**config.mk**
```make
export PLATFORM = sky130hd
export DESIGN_NAME = serial_subtractor
export DESIGN_NICKNAME = d
export VERILOG_FILES = /design/src/rtl/serial_subtractor.sv
export SDC_FILE = /design/constraint.sdc
export NUM_CORES = 1
export LEC_CHECK = 0
export CAP_MARGIN = 15
export CORE_MARGIN = 4
export CORE_UTILIZATION = 55
export CTS_CLUSTER_DIAMETER = 40
export CTS_CLUSTER_SIZE = 40
export DETAILED_ROUTE_END_ITERATION = 7
export PLACE_DENSITY_LB_ADDON = 0.08
export SLEW_MARGIN = 25
export SYNTH_ARGS = -nofsm -noshare
export SYNTH_HDL_FRONTEND = slang
export SYNTH_SLANG_ARGS = --single-unit
```
**constraint.sdc**
```tcl
create_clock -name clk -period 3.53 [get_ports clk]
set_clock_uncertainty 0.15 [all_clocks]
set_input_delay 0.353 -clock clk [delete_from_list [all_inputs] [get_ports clk]]
set_output_delay 0.353 -clock clk [all_outputs]
set_load 0.02 [all_outputs]
```
**src/rtl/serial_subtractor.sv**
```systemverilog
// Bit-serial subtractor: one full-subtractor cell and a borrow flop produce
// a - b - bin over WIDTH clocks, LSB first, with a busy/done handshake.
module serial_subtractor #(
    parameter int unsigned WIDTH = 8
) (
    input  logic             clk,
    input  logic             rst_n,
    input  logic             start,
    input  logic [WIDTH-1:0] a,
    input  logic [WIDTH-1:0] b,
    input  logic             bin,
    output logic             busy,
    output logic             done,
    output logic [WIDTH-1:0] diff,
    output logic             bout
);

    // Counter only needs to reach WIDTH-1; keep at least one bit for WIDTH=1.
    localparam int unsigned     CNT_W    = (WIDTH > 1) ? $clog2(WIDTH) : 1;
    localparam logic [CNT_W-1:0] LAST_BIT = CNT_W'(WIDTH - 1);

    typedef enum logic [1:0] {
        S_IDLE = 2'd0,
        S_RUN  = 2'd1,
        S_DONE = 2'd2
    } state_t;

    state_t             state_q;
    state_t             state_d;
    logic [WIDTH-1:0]   a_sr;
    logic [WIDTH-1:0]   b_sr;
    logic [WIDTH-1:0]   part_q;
    logic               br_q;
    logic [CNT_W-1:0]   cnt_q;

    logic               d_c;
    logic               br_next_c;
    logic               last_c;
    logic [WIDTH-1:0]   part_shift_c;

    // Full-subtractor cell on the current LSBs and the running borrow.
    assign d_c       = a_sr[0] ^ b_sr[0] ^ br_q;
    assign br_next_c = (~a_sr[0] & b_sr[0]) | (~(a_sr[0] ^ b_sr[0]) & br_q);
    assign last_c    = (cnt_q == LAST_BIT);

    // Partial result fills from the MSB end so bit 0 lands at position 0 after WIDTH shifts.
    generate
        if (WIDTH == 1) begin : g_part_w1
            assign part_shift_c = d_c;
        end else begin : g_part_wn
            assign part_shift_c = {d_c, part_q[WIDTH-1:1]};
        end
    endgenerate

    // State register.
    always_ff @(posedge clk or negedge rst_n) begin
        if (!rst_n) begin
            state_q <= S_IDLE;
        end else begin
            state_q <= state_d;
        end
    end

    // Next-state decode: IDLE -> RUN on start, RUN -> DONE on last bit, DONE -> IDLE.
    always_comb begin
        state_d = state_q;
        unique case (state_q)
            S_IDLE: if (start)  state_d = S_RUN;
            S_RUN:  if (last_c) state_d = S_DONE;
            S_DONE:             state_d = S_IDLE;
            default:            state_d = S_IDLE;
        endcase
    end

    // Operand capture, serial shifting and result publication.
    always_ff @(posedge clk or negedge rst_n) begin
        if (!rst_n) begin
            a_sr   <= '0;
            b_sr   <= '0;
            part_q <= '0;
            br_q   <= 1'b0;
            cnt_q  <= '0;
            diff   <= '0;
            bout   <= 1'b0;
        end else begin
            unique case (state_q)
                S_IDLE: begin
                    if (start) begin
                        a_sr  <= a;
                        b_sr  <= b;
                        br_q  <= bin;
                        cnt_q <= '0;
                    end
                end
                S_RUN: begin
                    a_sr   <= a_sr >> 1;
                    b_sr   <= b_sr >> 1;
                    br_q   <= br_next_c;
                    part_q <= part_shift_c;
                    cnt_q  <= cnt_q + CNT_W'(1);
                    if (last_c) begin
                        diff <= part_shift_c;
                        bout <= br_next_c;
                    end
                end
                default: begin
                end
            endcase
        end
    end

    // Status flags registered from the next state so they track the state register exactly.
    always_ff @(posedge clk or negedge rst_n) begin
        if (!rst_n) begin
            busy <= 1'b0;
            done <= 1'b0;
        end else begin
            busy <= (state_d == S_RUN);
            done <= (state_d == S_DONE);
        end
    end

endmodule

```
# Word level (Yosys, flattened, before mapping)
# Cells that the tools add are included.
# op_classes
n_reduce_logical	4
n_div	0
eq_ne	5
mul	0
addsub	1
n_lt_le_gt_ge	0
bitwise_logic	7
shifts	0
mux	11
# op_table
op	n
$pmux 8 s2	2
$mux 8	2
$pmux 3 s2	1
$eq 2x1->1 const B	2
$mux 2	2
$pmux 2 s2	1
$reduce_and 2->1	2
$add 3x1->3 const B	1
$eq 3x3->1 const B	1
$mux 3	1
$and 1x1->1	2
$eq 2x2->1 const B	1
$logic_not 2->1	1
$ne 2x2->1 const B	1
$not 1->1	2
$pmux 1 s2	1
$reduce_bool 2->1	1
$xor 1x1->1	2
$mux 1	1
$or 1x1->1	1
# totals
romBits	0
inputBits	20
word_cells	38
register_bits	41
ramBits	0
output_inout_bits	11
memories	0
latch_bits	0

# Logic depth before layout (Yosys ltp)
# Gate-level depths: netlist (run 1).
# depth
depth_word	5
depth_mapped	5
mapped_depth_nobuf	4

# Least setup slack after synthesis (run 1)
# OpenSTA, ideal clock, no wires.
# synth_path
kind	register to register
from	register cnt_q[0]
to	register bout
arrival_ps	1379
setup_ps	125
required_time_ps	3255
slack_ps	1876
path_buffers	1
path_stages_with_launch	6
cell_sequence	dfrtp_1 > ha_1 > ha_1 > nand3b_1 > buf_2 > mux2_2
# synth_via
elab_chain_len	2
# synth_rtl
element	line_no	source
from (decl)	34	logic [CNT_W-1:0] cnt_q;
from (signal assigned)	100	cnt_q <= cnt_q + CNT_W'(1);
$eq 3x3->1	44	assign last_c = (cnt_q == LAST_BIT);
$reduce_and 2->1 (no line)	--	
to (signal assigned)	103	bout <= br_next_c;
to (decl)	15	output logic bout
# No other way between the ends.
# A chain may end at the register's enable or synchronous reset.

# Worst setup path in the final report (run 1)
# layout_path
from	register state_q[1]
to	register diff[1]
# layout_via
elab_chain_len	2
# layout_rtl
element	line_no	source
from (decl)	28	state_t state_q;
from (signal assigned)	60	state_q <= state_d;
$eq 2x1->1	86	unique case (state_q)
$reduce_and 2->1 (no line)	--	
to (signal assigned)	102	diff <= part_shift_c;
to (decl)	14	output logic [WIDTH-1:0] diff,
# No other way between the ends.

==> summary.txt, run 1 <==
Floorplan
  • Ports: 31
  • Die area: 4120 sq um
  • Initial Util: 0.573
  • FP Rows: 20
  • Die Height: approximately 64 um
  • Die X: 64.2 um
  • Core footprint: ~3000 sq um

Worst setup path
  • CP max-delay cell: dfrtp_1
  • CP peak stage delay: just over 0.8 ns
  • Largest delay share family, worst path: flip-flops
  • CP startpoint: state_q[1]
  • Worst Setup Start Kind: register
  • WP buf/inv: 0
  • CP arrival: roughly 2.1 ns
  • Worst-path cell chain: nand3b_1, mux2_2
  • Reg2reg setup slack: 1.55 ns
  • Crit path kind: reg -> reg
  • Critical Path RT: ~3.6 ns
  • CP Capture Type: register
  • Worst r2r src: state_q[1]
  • CP max FO: 24

Layout
  • Final Net Count: between 150 and 200
  • Most frequent cells in the layout: dfrtp_1, clkdlybuf4s50_1, inv_1
  • Fin cells: around 210
  • Final core utilization: 0.688
  • Most common cell after layout, fill and taps aside: dfrtp_1
  • Antenna cell count: 0
  • Area growth, synth to finish: 20.1%
  • Layout cells sized above 1: 0.174

Global route
  • Antenna violations before repair: 0
  • First-pass GRT wire length: 5.40 mm
  • GR peak layer: met2
  • Vias in the first global route: between 1,000 and 1,500
  • Met1 usage: 0.220
  • Largest net degree at the start of global routing: 41
  • Residual overflow from global routing: 0
  • Met3 usage: 0.0598
  • Met2 usage: 0.267
  • Total global-route track usage: 0.171

Drt
  • WL/cell: between 10 and 15 um
  • Initial detailed-routing violation count: ~110
  • Final WL: 3.09 mm
  • Vias: 1,145
  • Residual DRC count: 0
  • DRT Pass-1 Iters: 6
  • Via density: about 5.4
  • Post-route ant nets: 0

Timing
  • Period utilization: 0.562
  • Normalized max-slew margin: 0.424
  • # setup viols final: 0
  • Hold WS: between 0.3 and 0.4 ns
  • RSZ-0062 raised after global routing: no
  • Endpoints failing hold: 0
  • Peak Freq: approximately 500 MHz
  • Pins Over Slew Limit: 0
  • Setup TNS: 0 ns
  • Fin crit period: between 1.5 and 2 ns
  • Worst slew pin tran: just under 0.9 ns

Clock network
  • Worst-path clk slew: 0.12 ns
  • CTS Buf Count: 5
  • Clk_lat worst skew: ~0.34 ns
  • Clock Sinks: 40
  • CTS tree: built
  • H-tree levels: 2
  • Clock Path Buffers: 2
  • Clk root buf: clkbuf_4

Logic synthesis
  • Net Count, Synth: 160
  • Syn Inst Count: between 100 and 150
  • Mean Syn Cell Area: around 13 sq um
  • Synthesized flop and latch total: 40
  • Post-synth cell types: 20
  • Sequential fraction of the synthesis area: 0.577
  • Yosys warnings: 0
  • Post-Syn Area: around 1700 sq um

Pwr
  • Pleak: a little under 1 nW
  • Max VDD drop: around 0.46 mV
  • Pwr Density: between 800 and 900 nW/um^2
  • Total power: 1.78 mW

Place
  • Placer Congestion: between 0.7 and 0.8
  • Placed cells: approximately 200
  • DPL Wire Length: around 2 mm
  • I/O Buffers: 30

Hold path
  • Min-delay src: diff[4]
  • HP Class: reg -> reg

Flow run
  • Max Cap Violations: 0

Run status
  • Status: completed
[logic make-up (layout without fill, tap and decap cells)]
kind of cell,Yosys count,in the layout,share of synthesized area
mux,17,17,0.109
compound gates,22,22,0.125
flops,40,40,0.577
simple gates,23,23,0.0693
buf+inv,32,62,0.0938
fa+ha+maj,3,3,0.0260
[cell type report]
type | count | area [sq um]
clock buffer | 6 | 51.3
clock inverter | 2 | 10.0
multi-input combinational | 65 | 571
inverter | 22 | 82.6
fill | 236 | 945
sequential | 40 | 1000
tap | 44 | 55.1
timing repair buffer | 32 | 313
[Yosys cell counts (all sizes together)]
cell type / n / area [sq um]
o21ba: 2 / 20.0
nor2: 15 / 56.3
a222oi: 15 / 150
inv: 22 / 82.6
nand4bb: 2 / 22.5
buf: 10 / 80.1
ha: 2 / 25.0
nand2: 2 / 7.51
mux2: 15 / 169
o311ai: 2 / 17.5
nor2b: 3 / 26.3
mux2i: 2 / 20.0
a22o: 2 / 17.5
nand3b: 1 / 7.51
dfrtp: 40 / 1000
fa: 1 / 20.0
o21bai: 1 / 11.3
[power breakdown]
group | switching [mW] | internal [mW]
Clock | 0.143 | 0.0948
Sequential | 0.116 | 0.673
Combinational | 0.350 | 0.400
Total | 0.609 | 1.17
[metal layers]
layer / part of all wire / up-vias
met5: 0 / -
met4: 0.0094 / 0
met3: 0.059 / 4
met2: 0.49 / 34
met1: 0.44 / 567
li1: - / 540
[state kept, by name (all words and copies together) (netlist names)]
| name | count |
|---|---|
| br_q | 1 |
| b_sr | 8 |
| diff | 8 |
| bout | 1 |
| busy | 1 |
| cnt_q | 3 |
| a_sr | 8 |
| done | 1 |
| part_q | 7 |
| state_q | 2 |
[through the flow]
step | setup slack, ns | cell area (sq um)
6_report | 1.55 | 2080
4_1_cts | 1.52 | 2080
2_1_floorplan | 1.88 | 1730
3_3_place_gp | 1.55 | 2010
3_5_place_dp | 1.54 | 2010
5_1_grt | 1.40 | 2080
[path summary, 6_finish.rpt]
kind,endpoint,depth (start not counted)
worst max-delay path,diff[1],2
min in group asynchronous,done,2
worst min-delay path,diff[4],1
worst min register to register,diff[4],1
worst max register to register,diff[1],2
max in group asynchronous,diff[3],2
[repair_timing]
item,4_1_cts,5_1_grt
gates resized for setup,0,0
buffers inserted,0,0
endpoints found under the hold margin,40,0
hold buffers,1,0
Note: power is estimated with default switching activity, not from simulation.
==> run 2, diff against run 1 <==
- CORE_UTILIZATION: 55 -> 46
- clock period: 3.53 -> 1.7 ns (I/O delays scaled with it)
==> run 2 against run 1 <==
  * Core utilization is 8.7 points lower
  * Largest cell class unchanged
  * First-iteration DRC count is 8.8% higher
  * Highest routed layer unchanged
  * Fmax is 22% higher
  * Flip-flop and latch count stayed put
  * Global-route usage is 2.9 points lower
  * Sequential share of layout area is 2.5 points lower
  * Worst setup slack worse by 1.5 ns
==> summary.txt, run 2 (same netlist as run 1, synthesis figures left out) <==
Place
  • Placed cell area: approximately 2100 sq um
  • Setup WS pre-CTS: -0.373 ns
  • Placer Congestion: between 0.7 and 0.8
  • DPL Wire Length: around 2.1 mm
  • I/O Buffers: 30
  • Placed cells: about 210

Timing
  • Fin crit period: ~1.6 ns
  • Hold WS: approximately 0.22 ns
  • Endpoints failing hold: 0
  • Period utilization: 0.955
  • Peak Freq: 616 MHz
  • RSZ-0062 raised after global routing: no
  • Worst slew pin tran: approximately 0.64 ns
  • Normalized max-slew margin: 0.572
  • Pins Over Slew Limit: 0
  • Setup TNS: 0 ns
  • Setup WS post-layout: 0.0768 ns
  • # setup viols final: 0

Drt
  • Via density: 5.14
  • Initial detailed-routing violation count: 123
  • Final WL: a little over 3 mm
  • DRT Pass-1 Iters: 5
  • Vias: roughly 1,100
  • Residual DRC count: 0
  • WL/cell: between 10 and 15 um
  • Post-route ant nets: 0

Worst setup path
  • Worst Setup Start Kind: register
  • CP arrival: approximately 1.6 ns
  • CP max-delay cell: dfrtp_1
  • Critical Path RT: approximately 1.7 ns
  • Worst-path cell chain: ha_1, ha_2, nand3b_1, buf_12, mux2_2
  • CP Capture Type: register
  • CP max FO: 10
  • Crit path kind: reg -> reg
  • CP peak stage delay: around 0.4 ns

Hold path
  • HP Class: in -> async

Floorplan
  • Die X: approximately 69 um
  • Ports: 31
  • Initial Util: 0.474
  • Die Height: roughly 70 um
  • FP Rows: 22
  • Core footprint: about 3700 sq um
  • Die area: roughly 4800 sq um

Layout
  • Fin cells: ~220
  • Fill count: around 330
  • Layout cells sized above 1: 0.202
  • Antenna cell count: 0
  • Final core utilization: 0.601
  • Largest registers: a_sr (8), b_sr (8), diff (8)
  • Most frequent cells in the layout: dfrtp_1, clkdlybuf4s50_1, inv_1
  • Most common cell after layout, fill and taps aside: dfrtp_1
  • Area growth, synth to finish: 26.8%
  • Final Net Count: a little under 200
  • Final Cell Area: around 2200 sq um

Run status
  • Status: completed

Pwr
  • Max VDD drop: between 0.8 and 0.9 mV
  • Pwr Density: between 1500 and 2000 nW/um^2
  • Pleak: between 1 and 1.5 nW
  • Total power: between 3 and 4 mW

Global route
  • First-pass GRT wire length: between 5 and 6 mm
  • Total global-route track usage: 0.142
  • Vias in the first global route: around 1,200
  • Antenna violations before repair: 0
  • Residual overflow from global routing: 0
  • Largest net degree at the start of global routing: 22

Clock network
  • Clock Path Buffers: 2
  • CTS tree: built
  • CTS Buf Count: 5
  • Clock Sinks: 40
  • Clk root buf: clkbuf_8
  • H-tree levels: 2
  • Worst-path clk slew: 0.07 ns
  • Clk_lat worst skew: 0.28 ns

Flow run
  • Max Cap Violations: 0
run 2: path summary, 6_finish.rpt:
kind	start	end	slack, ns	cells after the start
min in group clk	b[2]	b_sr[2]	0.34	3
setup / recovery	cnt_q[0]	diff[6]	0.08	5
hold reg to reg	diff[2]	diff[2]	0.35	1
hold / removal	rst_n	b_sr[7]	0.22	2
max in group asynchronous	rst_n	part_q[3]	0.72	3
setup reg to reg	cnt_q[0]	diff[6]	0.08	5
run 2: final cells by class:
| type | count | area [sq um] | area share |
|---|---|---|---|
| multi-input cells | 65 | 583 | 0.265 |
| repair buffers | 38 | 383 | 0.174 |
| well taps | 48 | 60.1 | 0.0273 |
| flip-flops and latches | 40 | 1000 | 0.455 |
| clock buffers | 8 | 90.1 | 0.0410 |
| inverters | 22 | 82.6 | 0.0375 |
run 2: what timing repair did:
action | CTS | global route
resized for setup | 1 | 2
cloned | 0 | 0
hold buffers | 1 | 0
hold endpoints to repair | 19 | 0
setup buffers | 0 | 1
endpoints found under the setup margin | 15 | 24
pin swaps | 0 | 1
run 2: routing by layer:
layer | track usage | wire length, um | vias to the layer above
met4 | 0.0781 | 24 | 0
met5 | 0 | 0 | -
li1 | - | - | 551
met2 | 0.226 | 1450 | 26
met3 | 0.0420 | 134 | 2
met1 | 0.173 | 1440 | 556
run 2: report_power, final:
group	leakage (nW)	total (mW)	switching [mW]	internal, mW
registers	0.476	1.60	0.202	1.40
logic	0.501	1.63	0.753	0.882
clock network	0.0455	0.630	0.300	0.331
run 2: worst max-delay path: cells and delay by family (launching register included):
kind	cells	cell delay, ns
flops	1	0.39
fa+ha+maj	2	0.37
mux	1	0.33
buf+inv	1	0.14
simple gates	1	0.12
==> run 3, diff against run 2 <==
- SLEW_MARGIN: 25 -> 10
==> results of run 3 <==
Same layout as run 2: the final DEF is identical, and so are final timing and power.
